==> src/rtl/seg7_pkg.sv <==
// seg7_pkg
//   Definitions shared by the seven-segment scan controller and its decoder:
//   - segment encodings, active-high, bit0 = a ... bit6 = g
//   - the scan phase enum
//   - a small helper used for sizing counters
package seg7_pkg;

    localparam logic [6:0] SEG_0    = 7'b0111111;
    localparam logic [6:0] SEG_1    = 7'b0000110;
    localparam logic [6:0] SEG_2    = 7'b1011011;
    localparam logic [6:0] SEG_3    = 7'b1001111;
    localparam logic [6:0] SEG_4    = 7'b1100110;
    localparam logic [6:0] SEG_5    = 7'b1101101;
    localparam logic [6:0] SEG_6    = 7'b1111101;
    localparam logic [6:0] SEG_7    = 7'b0000111;
    localparam logic [6:0] SEG_8    = 7'b1111111;
    localparam logic [6:0] SEG_9    = 7'b1101111;
    localparam logic [6:0] SEG_DASH = 7'b1000000;
    localparam logic [6:0] SEG_OFF  = 7'b0000000;

    typedef enum logic {
        BLANK = 1'b0,
        SHOW  = 1'b1
    } scan_state_t;

    function automatic int max_int(input int a, input int b);
        return (a > b) ? a : b;
    endfunction

endpackage

==> src/rtl/seg7_decode.sv <==
// seg7_decode
//   Combinational BCD to seven-segment decoder. Codes 10..15 show a dash.
// Ports:
//   bcd_i [3:0] : BCD nibble
//   seg_o [6:0] : segments, active-high, bit0 = a ... bit6 = g
module seg7_decode
    import seg7_pkg::*;
(
    input  logic [3:0] bcd_i,
    output logic [6:0] seg_o
);

    always_comb begin
        case (bcd_i)
            4'd0:    seg_o = SEG_0;
            4'd1:    seg_o = SEG_1;
            4'd2:    seg_o = SEG_2;
            4'd3:    seg_o = SEG_3;
            4'd4:    seg_o = SEG_4;
            4'd5:    seg_o = SEG_5;
            4'd6:    seg_o = SEG_6;
            4'd7:    seg_o = SEG_7;
            4'd8:    seg_o = SEG_8;
            4'd9:    seg_o = SEG_9;
            default: seg_o = SEG_DASH;
        endcase
    end

endmodule

==> src/rtl/seg7_scan_controller.sv <==
// seg7_scan_controller
//   Time-multiplexed scan of NUM_DIGITS common-electrode digits sharing one
//   decoder. A BCD value arrives through a valid/ready port, is parked in a
//   pending register, and is copied to the displayed value only on the last
//   SHOW cycle of the most significant digit, so a frame never mixes values.
//   Each digit is preceded by a dark gap to avoid ghosting.
//
//   Optional build macro: SEG7_LEADING_ZERO_BLANK_EN
//     When defined, zero digits above the most significant non-zero digit
//     are driven dark during SHOW (digit 0 is always shown).
//
// Ports:
//   clk         : clock
//   reset       : asynchronous active-high reset
//   load_valid  : load_value is valid
//   load_ready  : a load can be accepted (no value pending)
//   load_value  : packed BCD, nibble 0 = least significant digit
//   led_out     : segments, active-high, bit0 = a ... bit6 = g
//   digit_en    : one-hot digit enable, zero during blanking
//   frame_start : one-cycle pulse on the first lit cycle of digit 0
//
// state | meaning
// BLANK | gap before a digit; outputs dark for BLANK_COUNT cycles
// SHOW  | digit idx lit for SCAN_COUNT cycles, then advance idx
module seg7_scan_controller
    import seg7_pkg::*;
#(
    parameter int NUM_DIGITS  = 4,
    parameter int SCAN_COUNT  = 1000,
    parameter int BLANK_COUNT = 16
)(
    input  logic                    clk,
    input  logic                    reset,
    input  logic                    load_valid,
    output logic                    load_ready,
    input  logic [4*NUM_DIGITS-1:0] load_value,
    output logic [6:0]              led_out,
    output logic [NUM_DIGITS-1:0]   digit_en,
    output logic                    frame_start
);

    localparam int CNT_W = $clog2(max_int(SCAN_COUNT, BLANK_COUNT) + 1);
    localparam int IDX_W = (NUM_DIGITS > 1) ? $clog2(NUM_DIGITS) : 1;

    localparam logic [CNT_W-1:0] SCAN_LAST  = CNT_W'(SCAN_COUNT - 1);
    localparam logic [CNT_W-1:0] BLANK_LAST = CNT_W'(BLANK_COUNT - 1);
    localparam logic [IDX_W-1:0] IDX_LAST   = IDX_W'(NUM_DIGITS - 1);

    scan_state_t                 state_q;
    logic [CNT_W-1:0]            cnt_q;
    logic [IDX_W-1:0]            idx_q;
    logic [4*NUM_DIGITS-1:0]     display_q, display_d;
    logic [4*NUM_DIGITS-1:0]     pending_q, pending_d;
    logic                        pend_flag_q, pend_flag_d;
    logic [6:0]                  led_q, led_d;
    logic [NUM_DIGITS-1:0]       digit_en_q, digit_en_d;
    logic                        frame_start_q, frame_start_d;

    logic [3:0]                  cur_nibble;
    logic [6:0]                  cur_seg;
    logic                        lz_blank;
    logic                        frame_boundary;
    logic                        load_accept;

    assign load_ready  = !pend_flag_q;
    assign load_accept = load_valid && load_ready;

    assign frame_boundary = (state_q == SHOW) && (cnt_q == SCAN_LAST) &&
                            (idx_q == IDX_LAST);

`ifdef SEG7_LEADING_ZERO_BLANK_EN
    // lz_mask[i] is set when nibble i and every nibble above it are zero.
    // Digit 0 is excluded so a zero value still shows a single "0".
    logic [NUM_DIGITS-1:0] lz_mask;
    logic                  all_zero_above;

    always_comb begin
        lz_mask        = '0;
        all_zero_above = 1'b1;
        for (int i = NUM_DIGITS - 1; i >= 1; i--) begin
            all_zero_above = all_zero_above && (display_q[i*4 +: 4] == 4'd0);
            lz_mask[i]     = all_zero_above;
        end
    end
`endif

    // Single shared decoder, fed by the idx mux.
    always_comb begin
        cur_nibble = 4'd0;
        lz_blank   = 1'b0;
        for (int i = 0; i < NUM_DIGITS; i++) begin
            if (idx_q == IDX_W'(i)) begin
                cur_nibble = display_q[i*4 +: 4];
`ifdef SEG7_LEADING_ZERO_BLANK_EN
                lz_blank   = lz_mask[i];
`endif
            end
        end
    end

    seg7_decode u_decode (
        .bcd_i (cur_nibble),
        .seg_o (cur_seg)
    );

    always_comb begin
        pending_d   = pending_q;
        pend_flag_d = pend_flag_q;
        display_d   = display_q;
        // A pending value blocks acceptance, so the two branches are exclusive.
        if (frame_boundary && pend_flag_q) begin
            display_d   = pending_q;
            pend_flag_d = 1'b0;
        end else if (load_accept) begin
            pending_d   = load_value;
            pend_flag_d = 1'b1;
        end
    end

    // Output registers mirror the current phase one cycle later.
    always_comb begin
        led_d         = SEG_OFF;
        digit_en_d    = '0;
        frame_start_d = 1'b0;
        if (state_q == SHOW) begin
            digit_en_d    = NUM_DIGITS'(1) << idx_q;
            led_d         = lz_blank ? SEG_OFF : cur_seg;
            frame_start_d = (idx_q == '0) && (cnt_q == '0);
        end
    end

    always_ff @(posedge clk or posedge reset) begin
        if (reset) begin
            state_q       <= BLANK;
            cnt_q         <= '0;
            idx_q         <= '0;
            display_q     <= '0;
            pending_q     <= '0;
            pend_flag_q   <= 1'b0;
            led_q         <= SEG_OFF;
            digit_en_q    <= '0;
            frame_start_q <= 1'b0;
        end else begin
            display_q     <= display_d;
            pending_q     <= pending_d;
            pend_flag_q   <= pend_flag_d;
            led_q         <= led_d;
            digit_en_q    <= digit_en_d;
            frame_start_q <= frame_start_d;

            case (state_q)
                BLANK: begin
                    if (cnt_q == BLANK_LAST) begin
                        state_q <= SHOW;
                        cnt_q   <= '0;
                    end else begin
                        cnt_q <= cnt_q + 1'b1;
                    end
                end
                SHOW: begin
                    if (cnt_q == SCAN_LAST) begin
                        state_q <= BLANK;
                        cnt_q   <= '0;
                        idx_q   <= (idx_q == IDX_LAST) ? '0 : idx_q + 1'b1;
                    end else begin
                        cnt_q <= cnt_q + 1'b1;
                    end
                end
                default: begin
                    state_q <= BLANK;
                    cnt_q   <= '0;
                end
            endcase
        end
    end

    assign led_out     = led_q;
    assign digit_en    = digit_en_q;
    assign frame_start = frame_start_q;

endmodule

==> config.mk <==
export PLATFORM = sky130hd
export DESIGN_NAME = seg7_scan_controller
export DESIGN_NICKNAME = d
export VERILOG_FILES = /design/src/rtl/seg7_pkg.sv /design/src/rtl/seg7_decode.sv /design/src/rtl/seg7_scan_controller.sv
export SDC_FILE = /design/constraint.sdc
export NUM_CORES = 1
export LEC_CHECK = 0
export ABC_AREA = 1
export CAP_MARGIN = 20
export CORE_ASPECT_RATIO = 0.9
export CORE_MARGIN = 2
export CORE_UTILIZATION = 40
export DETAILED_ROUTE_END_ITERATION = 8
export GPL_TIMING_DRIVEN = 0
export PLACE_DENSITY = 0.64
export SLEW_MARGIN = 10
export SYNTH_ARGS = -nofsm -noshare
export SYNTH_HDL_FRONTEND = slang
export SYNTH_SLANG_ARGS = --single-unit
==> constraint.sdc <==
create_clock -name clk -period 2.2 [get_ports clk]
set_input_delay 0.22 -clock clk [delete_from_list [all_inputs] [get_ports clk]]
set_output_delay 0.22 -clock clk [all_outputs]
set_load 0.01 [all_outputs]
Yosys cells after proc, flatten, opt, wreduce, memory -nomap -nowiden. Memory sizes are Yosys's and may differ from the RTL's. Index checks and enable logic that the tools add are counted.

$lt $le $gt $ge: 0. Add/sub/neg operators: 2. Shift-type cells: 1. Muxes and demuxes: 16. Div/mod/pow operators: 0. Reduce and logical (&&, ||, !) cells: 11. Equal/unequal tests: 5. Bitwise gates (word level): 2. Multipliers: 0.

Operator list (count): $mux W10 (2); $mux W4 (5); $pmux W10 S2 (1); $add A10 B1 Y10 const B (1); $eq A10 B10 Y1 const B (1); $eq A10 B4 Y1 const B (1); $logic_not A10 Y1 (1); $mux W7 (1); $logic_and A1 B1 Y1 (5); $mux W1 (5); $eq A2 B2 Y1 const B (2); $reduce_and A2 Y1 (2); $shl A1 B2 Y4 const A (1); $add A2 B1 Y2 const B (1); $eq A2 B1 Y1 const B (1); $logic_not A2 Y1 (1); $mux W2 (1); $not A1 Y1 (2); $pmux W1 S2 (1); $reduce_bool A2 Y1 (1); $logic_not A1 Y1 (1).

Logic and storage cells: 47. Register bits: 58. Latch bits: 0. Memories: 1. Bits in read-only memories: 112. RAM bits: 0. Output and inout bits: 13.

Memory list: (name not given) (words 16, bits a word 7, read ports 1, clocked after Yosys merged registers in 0, wr ports 0, RTL line seg7_decode.sv:14) `case (bcd_i)`.

Depth between registers and ports, before layout. An unclocked memory read counts as a cell.

Depth in word-level cells: 7. Gate-level depth with buffers: 14. Mapped depth without buffers: 14.

Cells and area by module. From an unflattened synthesis, not the netlist that was laid out.

Cell total of the unflattened synthesis: 331. Area total of the unflattened synthesis: 2852.7 um2.

Modules (own cells, without submodules): seg7_scan_controller (area each 2660.1 um2, instances 1, cells each 295, sequential area each 1451.4 um2); seg7_decode (area each 192.7 um2, instances 1, cells each 36, sequential area each 0.0 um2).

Least setup slack after synthesis. Ideal clock, no wire load.

Kind: register to register. From: register idx_q[0]. To: register led_q[3], in the netlist led_out[3]. Arrival time: 1793 ps. Stages on the path, launching flop included: 12. Period minus slack after synthesis: 1866 ps. Slack: 334 ps. Cell sequence: dfrtp_1 -> inv_1 -> ha_1 -> inv_1 -> or2_2 -> nand3_1 -> nand2_1 -> inv_1 -> ha_1 -> nor2_1 -> nor2_1 -> nor2_1.

Longest elaborated chain between the ends: 7.

RTL lines: start, declared (RTL line seg7_scan_controller.sv:51) `logic [IDX_W-1:0] idx_q;`; start signal, assigned (RTL line seg7_scan_controller.sv:164) `idx_q <= (idx_q == IDX_LAST) ? '0 : idx_q + 1'b1;`; $logic_not A2 Y1 (RTL line seg7_scan_controller.sv:92) `if (idx_q == IDX_W'(i)) begin`; $mux W4 (3 in series) (RTL line seg7_scan_controller.sv:92); $mux W4 * (RTL line seg7_scan_controller.sv:92); $mem_v2 Z16 W7 *; $mux W7 * (RTL line seg7_scan_controller.sv:125) `if (state_q == SHOW) begin`; net led_d[3] (RTL line seg7_scan_controller.sv:55) `logic [6:0] led_q, led_d;`; end signal, assigned (RTL line seg7_scan_controller.sv:147) `led_q <= led_d;`; end, declared (RTL line seg7_scan_controller.sv:55).

The timed path passes the listed nets; every way through them passes the cells marked *. A chain may end at the register's enable or synchronous reset.

Worst setup path in the final report. Ends and elaborated chain as after synthesis.

==> run metrics <==
status=completed; Yosys reg bits=58; Layout Area Growth over Synthesis=24.4%; fin. max-slew vios=0; H-tree depth=3; sequential share of the synthesized area=0.538; layout cells sized above 1=0.150; critical-path cell list=inv_2 -> ha_4 -> inv_1 -> or2_2 -> nand3_1 -> nand2_1 -> inv_1 -> ha_1 -> nor2_1 -> nor2_1 -> nor2_1; most instantiated library cell after synthesis=nand2_1; total negative slack=0 ns; Die X=90.5 microns; R2R cell count=11; # clock sinks=58; I/O pin cnt=32; Largest stage delay, worst path=~0.41 ns; CP Capture Type=flop; largest net degree at the start of global routing=32; nets=367; Total GRT Usage=0.149; Post-synth top cells=nand2_1, dfrtp_1, inv_1; Placer Congestion=slightly below 0.8; GRT Residual Overflow=0; R2R Path End=led_out[3]; Synth cell types=24; DR vias=1,994; Avg Inst Size Synth=9.20 sq um; die area=7410 sq um; stages on the worst setup path=11; Worst-path clk slew=0.06 ns; Reg2Reg Setup Slack=0.22 ns; Post-synth EDFFs=0; switching share of power=0.210; CTS root buf=clkbuf_8; Final Hold Fails=0; # setup viols final=0; buffer and inverter count on the worst path=3; DP Area=about 3100 sq um; Detail Route Antenna Nets=0; Clk pwr share=0.437; WS Path Type=reg -> reg; Yosys warnings=0; PortBufs=31; core area=between 6000 and 7000 sq um; hold_buf cts=0; Max clock buf depth=2; max-cap viol count=0; r2r startpoint=idx_q[0]; CTS tree=built; most used cell, CP=nor2_1; leading area contributor after synthesis=dfrtp_1; Synth area leaders=dfrtp_1, nand2_1, mux2_2; Rows=28; Die H=a little over 80 microns; overall power=0.00211 W; CP startpoint=idx_q[0]; Setup Skew=0.00757 ns; worst path arrival time=2.25 ns; CP Launch Type=flop; drt total wl=about 5000 microns; Slew @ Worst Pin=0.600 ns; dominant synthesized flop cell=dfrtp_1; RSZ-0062 raised after global routing=false; maximum vdd drop=0.000368 V; WHS=roughly 0.27 ns; DRC viols=0; clk_lat worst skew=0.34 ns; synthesized area=2700 sq um; Mapped Cells=293; drt wl/cell=11.4 microns; Via density=4.63; Comb power frac=0.037; CP max-delay cell=dfrtp_1; minimum clock period after layout=1.98 ns; Worst Setup EP=led_out[3]; HP Class=in -> async; Reg power frac=0.525; Post-synth ARST share=1.00; TritonCTS buffer count=9; worst-path fanout max=6; Post-Synthesis Net Count=323; Leak=1.69 nW; Initial Util=0.412; DP HPWL=3570 microns; first drt pass iteration count=4; first-pass GRT wire length=around 8600 microns; final period utilization=0.901; WP data required=2.47 ns; Cell Pwr Density=628 nW/um^2; Int Pwr=between 0.0015 and 0.002 W; post-synth top area share=0.538; antenna violations before repair=0; initial drt markers=62; vias in the first global route=around 1,900; CP top delay family=simple AND/OR/NAND/NOR gates; ANT cells=0; f_max=505 MHz; switching power=around 0.00044 W; Design Area, Final=3350 sq um; relative slew slack=0.599
==> placed cells by master (no fill, tap or decap) <==
| cell | Yosys | routed |
|---|---|---|
| buf_12 | 0 | 1 |
| ha_4 | 0 | 1 |
| nor2_1 | 29 | 29 |
| clkbuf_8 | 0 | 13 |
| buf_4 | 1 | 2 |
| mux2_2 | 16 | 16 |
| nor3_2 | 1 | 1 |
| dfrtp_1 | 58 | 58 |
| buf_2 | 1 | 1 |
| ha_2 | 0 | 2 |
| clkbuf_1 | 1 | 1 |
| a21oi_1 | 12 | 12 |
| clkdlybuf4s50_1 | 0 | 31 |
| xor2_1 | 6 | 6 |
| nand2_1 | 94 | 94 |
| a21boi_0 | 1 | 1 |
| nor4_1 | 1 | 1 |
| inv_2 | 2 | 4 |
| clkinv_2 | 0 | 2 |
| nand3_1 | 13 | 13 |
| buf_6 | 1 | 1 |
| nand3_4 | 1 | 1 |
| o21ai_0 | 4 | 4 |
| or2_2 | 2 | 2 |
| nand2_2 | 2 | 2 |
| nor3_4 | 2 | 2 |
| inv_1 | 31 | 29 |
| ha_1 | 11 | 8 |
| nand4_1 | 2 | 2 |
| nor3_1 | 1 | 1 |
==> final cells by class <==
class,instances,area (sq um)
multi-input combinational,198,1110
buffer,4,27.5
clock buffer,13,179
fill,666,3200
timing repair buffer,33,338
sequential,58,1450
clock inverter,2,10.0
inverter,33,124
tap,90,113
==> sequential cells by signal, summed over array words and instances, names as in the netlist <==
name and flops:
state_q 1, led_out 7, pending_q 16, frame_start 1, digit_en 4, cnt_q 10, display_q 16, pend_flag_q 1
idx_q 2
==> worst min-delay path by stage <==
stage / slack, ns / from / cells after the start / endpoint
after floorplan: 0.36 / load_valid / 2 / pend_flag_q
after detailed placement: 0.46 / pending_q[7] / 2 / display_q[7]
after global placement: 0.45 / pending_q[10] / 2 / display_q[10]
after CTS: 0.27 / reset / 2 / pending_q[3]
final: 0.27 / reset / 2 / pending_q[3]
after global routing: 0.32 / reset / 2 / pending_q[2]
==> power groups by stage <==
stage / Clock, W / Combinational (W) / Sequential, W
after floorplan: 0 / 0.0000374 / 0.00112
after global placement: 0 / 0.0000750 / 0.00112
after detailed placement: 0 / 0.0000812 / 0.00112
after CTS: 0.000960 / 0.0000814 / 0.00111
after global routing: 0.000998 / 0.0000889 / 0.00111
final: 0.000921 / 0.0000787 / 0.00111
==> metal layers <==
metal | part of all wire | track usage
met1 | 0.49 | 0.182
met2 | 0.45 | 0.244
met3 | 0.042 | 0.0523
met4 | 0.016 | 0.0600
met5 | 0 | 0
==> kinds of logic (layout without fill, tap and decap cells) <==
| logic type | after synthesis | after routing | share of synthesized area |
|---|---|---|---|
| adder cells (fa/ha/maj) | 11 | 11 | 0.0510 |
| buffers and inverters | 37 | 85 | 0.0561 |
| AO/OA/AOI/OAI | 17 | 17 | 0.0325 |
| flip-flops | 58 | 58 | 0.538 |
| AND/OR/NAND/NOR | 148 | 148 | 0.236 |
| multiplexers | 16 | 16 | 0.0668 |
| XOR/XNOR | 6 | 6 | 0.0195 |
==> per-stage QoR <==
step	std cells	setup WS (ns)	utilization
floorplan	293	0.334	-
CTS	430	0.0438	0.508
detailed placement	415	0.0607	0.479
global placement	414	-0.463	0.476
global route	431	0.0431	0.512
finish	431	0.218	0.512
==> repair_timing <==
item,in CTS,in global routing
resized for setup,0,5
endpoints found under the setup margin,0,6
buffers inserted,0,1
Note: power is estimated with default switching activity, not from simulation.
